### src/rtl/pic_fetch_seq_pkg.sv
// Shared ISA constants and types for the PIC 12-bit fetch sequencer.
// These opcode patterns are also used by the ALU decode.
package pic_fetch_seq_pkg;

    localparam int PIC_AW          = 9;
    localparam int PIC_IW          = 12;
    localparam int PIC_STACK_DEPTH = 2;

    localparam logic [11:0] NOP = 12'h000;

    localparam logic [2:0] OP_GOTO   = 3'b101;
    localparam logic [3:0] OP_CALL   = 4'b1001;
    localparam logic [3:0] OP_RETLW  = 4'b1000;
    localparam logic [3:0] OP_BTFSC  = 4'b0110;
    localparam logic [3:0] OP_BTFSS  = 4'b0111;
    localparam logic [5:0] OP_DECFSZ = 6'b001011;
    localparam logic [5:0] OP_INCFSZ = 6'b001111;

    typedef enum logic [1:0] {
        ST_FILL  = 2'd0,
        ST_RUN   = 2'd1,
        ST_FLUSH = 2'd2
    } seq_state_e;

    typedef struct packed {
        logic is_goto;
        logic is_call;
        logic is_retlw;
        logic is_skip;
    } flow_t;

endpackage

### src/rtl/pic_fetch_seq_if.sv
// Bus between the fetch sequencer (master) and the PC register / ROM / ALU side (slave).
interface pic_fetch_seq_if #(
    parameter int AW = 9,
    parameter int IW = 12
);
    logic [AW-1:0] pc_addr;
    logic [IW-1:0] rom_data;
    logic          skip_cond;
    logic          pcl_wr;
    logic [IW-1:0] ir;
    logic          ir_valid;
    logic          pc_load;
    logic          pc_push;
    logic          pc_pop;
    logic [AW-1:0] pc_target;
    logic [7:0]    pc_lit;
    logic          w_load;
    logic [7:0]    w_lit;
    logic [1:0]    stk_depth;
    logic          stk_ovf;
    logic          stk_unf;

    modport master (
        input  pc_addr, rom_data, skip_cond, pcl_wr,
        output ir, ir_valid, pc_load, pc_push, pc_pop, pc_target, pc_lit,
               w_load, w_lit, stk_depth, stk_ovf, stk_unf
    );

    modport slave (
        output pc_addr, rom_data, skip_cond, pcl_wr,
        input  ir, ir_valid, pc_load, pc_push, pc_pop, pc_target, pc_lit,
               w_load, w_lit, stk_depth, stk_ovf, stk_unf
    );
endinterface

### src/rtl/pic_fetch_seq_decode.sv
// Change-of-flow classifier: sorts the executing instruction into
// GOTO / CALL / RETLW / conditional-skip classes. The classes are disjoint.
module pic_flow_decode
    import pic_fetch_seq_pkg::*;
(
    input  logic [PIC_IW-1:0] ir,
    output flow_t             flow
);

    // Opcode field matches; everything else is ordinary sequential flow
    always_comb begin
        flow          = '0;
        flow.is_goto  = (ir[11:9] == OP_GOTO);
        flow.is_call  = (ir[11:8] == OP_CALL);
        flow.is_retlw = (ir[11:8] == OP_RETLW);
        flow.is_skip  = (ir[11:8] == OP_BTFSC) || (ir[11:8] == OP_BTFSS) ||
                        (ir[11:6] == OP_DECFSZ) || (ir[11:6] == OP_INCFSZ);
    end

endmodule

### src/rtl/pic_fetch_seq.sv
// Instruction fetch / flow-control sequencer for the 12-bit PIC core.
// Holds the IR, the FILL/RUN/FLUSH pipeline FSM and the hardware-stack
// depth counter; drives the PC register's load/push/pop strobes.
module pic_fetch_seq
    import pic_fetch_seq_pkg::*;
#(
    parameter int AW          = PIC_AW,
    parameter int IW          = PIC_IW,
    parameter int STACK_DEPTH = PIC_STACK_DEPTH
) (
    input logic              clock,
    input logic              reset,
    pic_fetch_seq_if.master  bus
);

    localparam logic [1:0] STK_FULL = 2'(STACK_DEPTH);

    seq_state_e    state;
    logic [IW-1:0] ir_q;
    logic          ir_valid_q;
    logic [1:0]    depth_q;
    logic          ovf_q;
    logic          unf_q;
    flow_t         flow;
    logic          run;
    logic          do_load;
    logic          do_push;
    logic          do_pop;
    logic          redirect;

    pic_flow_decode u_decode (
        .ir   (ir_q),
        .flow (flow)
    );

    // Strobe generation; a PCL write wins over decoded flow because the PC
    // register gives its write_en priority over load/push/pop
    always_comb begin
        run      = (state == ST_RUN) && ir_valid_q;
        do_load  = run && !bus.pcl_wr && flow.is_goto;
        do_push  = run && !bus.pcl_wr && flow.is_call;
        do_pop   = run && !bus.pcl_wr && flow.is_retlw;
        redirect = run && (bus.pcl_wr || flow.is_goto || flow.is_call ||
                           flow.is_retlw || (flow.is_skip && bus.skip_cond));
    end

    // Pipeline FSM: after any change of flow the word fetched alongside it is squashed
    always_ff @(posedge clock or posedge reset) begin
        if (reset) begin
            state      <= ST_FILL;
            ir_q       <= NOP;
            ir_valid_q <= 1'b0;
        end else begin
            case (state)
                ST_FILL, ST_FLUSH: begin
                    ir_q       <= bus.rom_data;
                    ir_valid_q <= 1'b1;
                    state      <= ST_RUN;
                end
                ST_RUN: begin
                    if (redirect) begin
                        ir_q       <= NOP;
                        ir_valid_q <= 1'b0;
                        state      <= ST_FLUSH;
                    end else begin
                        ir_q       <= bus.rom_data;
                        ir_valid_q <= 1'b1;
                    end
                end
                default: begin
                    ir_q       <= NOP;
                    ir_valid_q <= 1'b0;
                    state      <= ST_FILL;
                end
            endcase
        end
    end

    // Stack occupancy mirrors the PC register's stack; flags are sticky until reset
    always_ff @(posedge clock or posedge reset) begin
        if (reset) begin
            depth_q <= 2'd0;
            ovf_q   <= 1'b0;
            unf_q   <= 1'b0;
        end else if (do_push) begin
            if (depth_q == STK_FULL) ovf_q <= 1'b1;
            else                     depth_q <= depth_q + 2'd1;
        end else if (do_pop) begin
            if (depth_q == 2'd0) unf_q <= 1'b1;
            else                 depth_q <= depth_q - 2'd1;
        end
    end

    assign bus.ir        = ir_q;
    assign bus.ir_valid  = ir_valid_q;
    assign bus.pc_load   = do_load;
    assign bus.pc_push   = do_push;
    assign bus.pc_pop    = do_pop;
    assign bus.pc_target = ir_q[AW-1:0];
    assign bus.pc_lit    = ir_q[7:0];
    assign bus.w_load    = do_pop;
    assign bus.w_lit     = ir_q[7:0];
    assign bus.stk_depth = depth_q;
    assign bus.stk_ovf   = ovf_q;
    assign bus.stk_unf   = unf_q;

endmodule

### src/flat_wrapper.sv
// flat-port wrapper written by rule: the top's interface ports become plain ports
module pic_fetch_seq_flat import pic_fetch_seq_pkg::*;
#(
    parameter int AW          = PIC_AW,
    parameter int IW          = PIC_IW,
    parameter int STACK_DEPTH = PIC_STACK_DEPTH
)
  (clock, reset, bus_pc_addr, bus_rom_data, bus_skip_cond, bus_pcl_wr, bus_ir, bus_ir_valid, bus_pc_load, bus_pc_push, bus_pc_pop, bus_pc_target, bus_pc_lit, bus_w_load, bus_w_lit, bus_stk_depth, bus_stk_ovf, bus_stk_unf);
  pic_fetch_seq_if #(.AW(AW), .IW(IW)) bus_i ();
  input logic clock;
  input logic reset;
  input wire logic [$bits(bus_i.pc_addr)-1:0] bus_pc_addr;
  input wire logic [$bits(bus_i.rom_data)-1:0] bus_rom_data;
  input wire logic [$bits(bus_i.skip_cond)-1:0] bus_skip_cond;
  input wire logic [$bits(bus_i.pcl_wr)-1:0] bus_pcl_wr;
  output wire logic [$bits(bus_i.ir)-1:0] bus_ir;
  output wire logic [$bits(bus_i.ir_valid)-1:0] bus_ir_valid;
  output wire logic [$bits(bus_i.pc_load)-1:0] bus_pc_load;
  output wire logic [$bits(bus_i.pc_push)-1:0] bus_pc_push;
  output wire logic [$bits(bus_i.pc_pop)-1:0] bus_pc_pop;
  output wire logic [$bits(bus_i.pc_target)-1:0] bus_pc_target;
  output wire logic [$bits(bus_i.pc_lit)-1:0] bus_pc_lit;
  output wire logic [$bits(bus_i.w_load)-1:0] bus_w_load;
  output wire logic [$bits(bus_i.w_lit)-1:0] bus_w_lit;
  output wire logic [$bits(bus_i.stk_depth)-1:0] bus_stk_depth;
  output wire logic [$bits(bus_i.stk_ovf)-1:0] bus_stk_ovf;
  output wire logic [$bits(bus_i.stk_unf)-1:0] bus_stk_unf;
  assign bus_i.pc_addr = bus_pc_addr;
  assign bus_i.rom_data = bus_rom_data;
  assign bus_i.skip_cond = bus_skip_cond;
  assign bus_i.pcl_wr = bus_pcl_wr;
  assign bus_ir = bus_i.ir;
  assign bus_ir_valid = bus_i.ir_valid;
  assign bus_pc_load = bus_i.pc_load;
  assign bus_pc_push = bus_i.pc_push;
  assign bus_pc_pop = bus_i.pc_pop;
  assign bus_pc_target = bus_i.pc_target;
  assign bus_pc_lit = bus_i.pc_lit;
  assign bus_w_load = bus_i.w_load;
  assign bus_w_lit = bus_i.w_lit;
  assign bus_stk_depth = bus_i.stk_depth;
  assign bus_stk_ovf = bus_i.stk_ovf;
  assign bus_stk_unf = bus_i.stk_unf;
  pic_fetch_seq #(.AW(AW), .IW(IW), .STACK_DEPTH(STACK_DEPTH)) u_core (.clock(clock), .reset(reset), .bus(bus_i));
endmodule
### config.mk
export PLATFORM = sky130hd
export DESIGN_NAME = pic_fetch_seq_flat
export DESIGN_NICKNAME = d
export VERILOG_FILES = /design/src/rtl/pic_fetch_seq_pkg.sv /design/src/rtl/pic_fetch_seq_if.sv /design/src/rtl/pic_fetch_seq_decode.sv /design/src/rtl/pic_fetch_seq.sv /design/src/flat_wrapper.sv
export SDC_FILE = /design/constraint.sdc
export NUM_CORES = 1
export LEC_CHECK = 0
export ABC_AREA = 1
export BUFFER_PORTS_ARGS = -buffer_cell sky130_fd_sc_hd__buf_2
export CAP_MARGIN = 10
export CELL_PAD_IN_SITES_DETAIL_PLACEMENT = 1
export CELL_PAD_IN_SITES_GLOBAL_PLACEMENT = 1
export CORE_MARGIN = 2
export CORE_UTILIZATION = 28
export CTS_CLUSTER_SIZE = 8
export DETAILED_ROUTE_END_ITERATION = 6
export PLACE_DENSITY_LB_ADDON = 0.1
export SLEW_MARGIN = 20
export SYNTH_ARGS = -nofsm -noshare
export SYNTH_HDL_FRONTEND = slang
export SYNTH_SLANG_ARGS = --single-unit
### constraint.sdc
create_clock -name clock -period 1.3 [get_ports clock]
set_input_delay 0.13 -clock clock [delete_from_list [all_inputs] [get_ports clock]]
set_output_delay 0.13 -clock clock [all_outputs]
set_load 0.02 [all_outputs]
# [After elaboration in Yosys (flattened, before gate mapping)]
# Index checks and enable logic that the tools add are counted.
[op_classes] add_sub_neg=2 eq_ne=13 mux=10 n_bitwise=1 reduce_logical=22
[op_table] operator="12-bit one-hot mux with 2 select lines" n=1
[op_table] operator="6-bit by 4-bit == test with 1-bit output, second input constant" n=2
[op_table] operator="12-bit 2-to-1 mux" n=1
[op_table] operator="2-bit 2-to-1 mux" n=5
[op_table] operator="4-bit by 3-bit == test with 1-bit output, second input constant" n=2
[op_table] operator="4-bit == test, second input constant" n=2
[op_table] operator="1-bit logical AND" n=7
[op_table] operator="1-bit logical OR" n=7
[op_table] operator="3-bit AND reduction" n=2
[op_table] operator="2-bit == test, second input constant" n=2
[op_table] operator="2-bit zero test" n=2
[op_table] operator="2-bit inequality test, second input constant" n=2
[op_table] operator="2-bit one-hot mux with 2 select lines" n=1
[op_table] operator="3-bit == test, second input constant" n=1
[op_table] operator="2-bit by 1-bit adder with 2-bit output, second input constant" n=1
[op_table] operator="2-bit by 1-bit == test with 1-bit output, second input constant" n=1
[op_table] operator="2-bit by 1-bit inequality test with 1-bit output, second input constant" n=1
[op_table] operator="1-bit one-hot mux with 2 select lines" n=1
[op_table] operator="2-bit AND reduction" n=1
[op_table] operator="2-bit nonzero test" n=1
[op_table] operator="2-bit OR reduction" n=1
[op_table] operator="2-bit by 1-bit subtractor with 2-bit output, second input constant" n=1
[op_table] operator="1-bit zero test" n=1
[op_table] operator="1-bit 2-to-1 mux" n=1
[op_table] operator="1-bit NOT" n=1
[word_totals] ff_bits=19 in_bits=25 out_inout_bits=46 word_cells=54

# [Depth between registers and ports, before layout]
[depth] ltp_word=9 depth_mapped=8 depth_no_buf=8

# [Cells and area by module]
# A second synthesis with hierarchy kept.
[hier_totals] cells_unflattened=125 hier_area_um2=1031.0
[by_module_without_submodules] mod="pic_fetch_seq" instances=1 cells_per_inst=113 area_each_um2=979.7 seq_area_each_um2=475.5
[by_module_without_submodules] mod="pic_flow_decode" instances=1 cells_per_inst=12 area_each_um2=51.3 seq_area_each_um2=0.0

# [Worst setup path before layout]
# OpenSTA, ideal clock, no wires.
[synth_path] kind="reg-to-output" startpoint="register u_core.ir_q[10], in the netlist u_core.bus.ir[10]" endpoint="output port bus_pc_load" arrival_time_ps=1318 required_time_ps=1170 setup_slack_ps=-148 path_stages_with_launch=4 path_buffers=0 cell_sequence="dfrtp_1 inv_1 nand2_1 nor4_1"
[synth_between] elab_chain_cells=2
[synth_rtl] item="start, declared" line="pic_fetch_seq.sv:19" text="logic [IW-1:0] ir_q;"
[synth_rtl] item="start signal, assigned" line="pic_fetch_seq.sv:56" text="ir_q <= bus.rom_data;"
[synth_rtl] item="start signal, assigned" line="pic_fetch_seq.sv:66" text="ir_q <= bus.rom_data;"
[synth_rtl] item="3-bit == test" line="pic_fetch_seq_decode.sv:13" text="flow.is_goto = (ir[11:9] == OP_GOTO);"
[synth_rtl] item="1-bit logical AND" line="pic_fetch_seq.sv:40" text="do_load = run && !bus.pcl_wr && flow.is_goto;"
[synth_rtl] item="end, declared" line="flat_wrapper.sv:18" text="output wire logic [$bits(bus_i.pc_load)-1:0] bus_pc_load;"
# No other way between the ends.

# [Final worst setup path]
[layout_path] startpoint="register u_core.state[1]" endpoint="output port bus_w_load"
[layout_between] elab_chain_cells=4
[layout_rtl] item="start, declared" line="pic_fetch_seq.sv:18" text="seq_state_e state;"
[layout_rtl] item="start signal, assigned" line="pic_fetch_seq.sv:50" text="state <= ST_FILL;"
[layout_rtl] item="start signal, assigned" line="pic_fetch_seq.sv:58" text="state <= ST_RUN;"
[layout_rtl] item="start signal, assigned" line="pic_fetch_seq.sv:64" text="state <= ST_FLUSH;"
[layout_rtl] item="2-bit by 1-bit == test with 1-bit output" line="pic_fetch_seq.sv:39" text="run = (state == ST_RUN) && ir_valid_q;"
[layout_rtl] item="1-bit logical AND" line="pic_fetch_seq.sv:39"
[layout_rtl] item="1-bit logical AND (2 in series)" line="pic_fetch_seq.sv:42" text="do_pop = run && !bus.pcl_wr && flow.is_retlw;"
[layout_rtl] item="end, declared" line="flat_wrapper.sv:23" text="output wire logic [$bits(bus_i.w_load)-1:0] bus_w_load;"
# No other way between the ends.

==> results.md <==
* CP Cell Sequence: inv_2, nand3_4, nor2_4, nand2_2, inv_2, buf_4
* CP Depth at 6
* Reg2Reg Depth at 10
* CTS tree: done
* Worst slew pin tran at 0.258 ns
* GRT Total Usage at 14.4%
* Final worst slack at -0.109 ns
* Antenna Nets Post-Route at 0
* Worst slew margin at 82.8%
* Post-synth top area cell: dfrtp_1
* Crit path DAT at around 1.3 ns
* WS Path Type: reg2out
* Mean Syn Cell Area at 8.17 um2
* Final core occ at 42.1%
* Worst hold path cell count at 3
* Post-Route WL at 2840 um
* Status: complete, but fails checks
* CTS buffer count at 3
* Power per cell area at roughly 2800 nW/um2
* Largest net degree at the start of global routing at 20
* Pre-CTS worst setup slack at around 0.074 ns
* Min-delay src: bus_rom_data[2]
* P&R area growth vs syn at 45.1%
* Post-Syn Instances at 129
* Leakage at between 0.8 and 0.9 nW
* Inserted Diodes at 0
* Top post-synthesis cells by area: dfrtp_1, buf_4, nand2_1
* First-pass GRT wire length at 4750 um
* Row cnt at 22
* Seq cells post-synth at 19
* DR WL/cell at approximately 12 um
* Minimum clock period at 1.41 ns
* Synth warn at 0
* Count of pins over their slew limit at 0
* IO buf count at 61
* CP most frequent cell: inv_2
* Yosys top cell area share at 45.1%
* Worst r2r src: u_core.state[1]
* Hold slack at 0.0865 ns
* Worst Hold End: u_core.bus.ir[2]
* Tcrit/Tclk final at 108%
* Final Setup Violations at 6
* Bufs on Longest Clock Path at 2
* Syn Nets at about 150
* Clock skew at 0.00233 ns
* Ratio of cells with drive above 1 in the final layout at 57.4%
* Drt initial violations at 19
* Worst Path Max Fanout at 4
* Max incr delay on CP at 0.40 ns
* Max_cap viols at 0
* Sequential-to-total area share from yosys stat at between 40% and 50%
* Initial Util at 29.0%
* CP Launch Type: flop
* Clock transition at the registers of the reported paths at approximately 0.07 ns
* Via count at ~1,000
* Ports at slightly above 70
* Critical Path End Type: output pin
* Final hold violation count at 0
* Mapped Area at 1050 um2
* CTS root buffer: clkbuf_8
* Drt first pass iters at 4
* Failing checks: negative setup slack
* Clock sinks at 19
* Yosys cell types at 16
* Most common cell after layout, fill and taps aside: buf_2
* Critical path data required time at 1.17 ns
* Initial antenna violation count at 0
* RSZ-0062 raised after global routing: yes
* Most frequent cells in the layout: buf_2, nand2_1, buf_4
* Clock Latency Late Sink at roughly 0.26 ns
* Reg2reg end: u_core.bus.stk_depth[1]
* # DRC at 0
* Die H at 65.3 um
* Placed insts at 217
* FMAX at 710 MHz
* Slowest CP cell: dfrtp_1
* GRT overflow at 0
* Vias in the first global route at between 1,000 and 1,500
* Top Family by Delay on Critical Path: flip-flops
* Detail Placement HPWL at roughly 2000 um
* R2r setup slk at -0.04 ns
* Die X at 65.3 um
* Aggregate negative setup slack at -0.479 ns
* Final Wtd Congestion at 0.735
* Maximum vdd drop at 927 uV
* Fillcell total at 456
* Die area at roughly 4300 um2
* Hold Crit Class: in2reg
* Nets@finish at roughly 220
* CP Buf/Inv Count at 3
* Core ar. at 3630 um2
* Vias/cell at 4.32
* CTS H-tree lvls at 1
* Non-Filler Instances at 238
registers in the layout (all words and copies together) (netlist names):
signal	cells
u_core.state	2
u_core.bus.stk_unf	1
u_core.bus.ir	12
u_core.bus.stk_ovf	1
u_core.bus.stk_depth	2
u_core.bus.ir_valid	1
where the power goes:
| group | total (mW) | internal, mW | switching (mW) |
|---|---|---|---|
| Clock | 0.418 | 0.213 | 0.205 |
| Sequential | 1.08 | 0.847 | 0.231 |
| Combinational | 2.73 | 1.03 | 1.70 |
| Total | 4.23 | 2.09 | 2.14 |
stage by stage:
step	total power [mW]	instance area [um2]
after floorplan	3.08	1060
after global placement	3.44	1270
after detailed placement	3.47	1270
after CTS	4.17	1470
after global routing	4.54	1530
final	4.23	1530
worst reg2reg max path, delay by kind of cell, from the launching register on:
kind          cells  cell delay, ns
flops             1            0.40
simple gates      6            0.50
buf+inv           4            0.33
final cells by class:
type | count | area, um2 | area share [%]
clock buffers | 3 | 41.3 | 2.70
clock inverters | 1 | 5.00 | 0.327
inverters | 10 | 37.5 | 2.45
multi-input cells | 71 | 385 | 25.2
flip-flops and latches | 19 | 475 | 31.1
well taps | 48 | 60.1 | 3.93
repair buffers | 86 | 524 | 34.3
worst max-delay path by stage:
stage	from	to
finish	u_core.state[1]	bus_w_load
global route	u_core.state[1]	bus_pc_push
CTS	u_core.state[1]	bus_pc_load
detailed placement	u_core.bus.ir[10]	u_core.bus.stk_depth[1]
global placement	u_core.bus.ir[10]	bus_pc_push
floorplan	u_core.bus.ir[10]	u_core.bus.stk_depth[1]
repair_timing:
action | CTS | global route
gates resized for setup | 12 | 12
hold buffers | 1 | 0
pin swaps | 4 | 8
setup buffers | 15 | 3
endpoints found under the setup margin | 4 | 14
hold endpoints to repair | 19 | 0
per-layer routing:
metal | wire length (um) | part of all wire (%) | global-route usage (%)
met1 | 1140 | 40 | 16.5
met2 | 1520 | 54 | 26.0
met3 | 177 | 6.2 | 4.28
met5 | 0 | 0 | 0
met4 | 0 | 0 | 3.91
cell usage after synthesis (all sizes together):
cell    number
nor4         1
clkbuf       1
nand3       20
dfrtp       19
inv         10
buf         28
a21oi        1
nand3b       1
o21bai       2
nor2         6
o21ai        2
nand2       38
kinds of logic (layout without fill, tap and decap cells):
kind of cell / after synthesis / count (layout) / share of synthesized area (%)
and+or+nand+nor: 66 / 66 / 28.1
buffers and inverters: 39 / 100 / 23.9
DFF: 19 / 19 / 45.1
AOI/OAI and AO/OA: 5 / 5 / 2.85
Note: power is estimated with default switching activity, not from simulation.
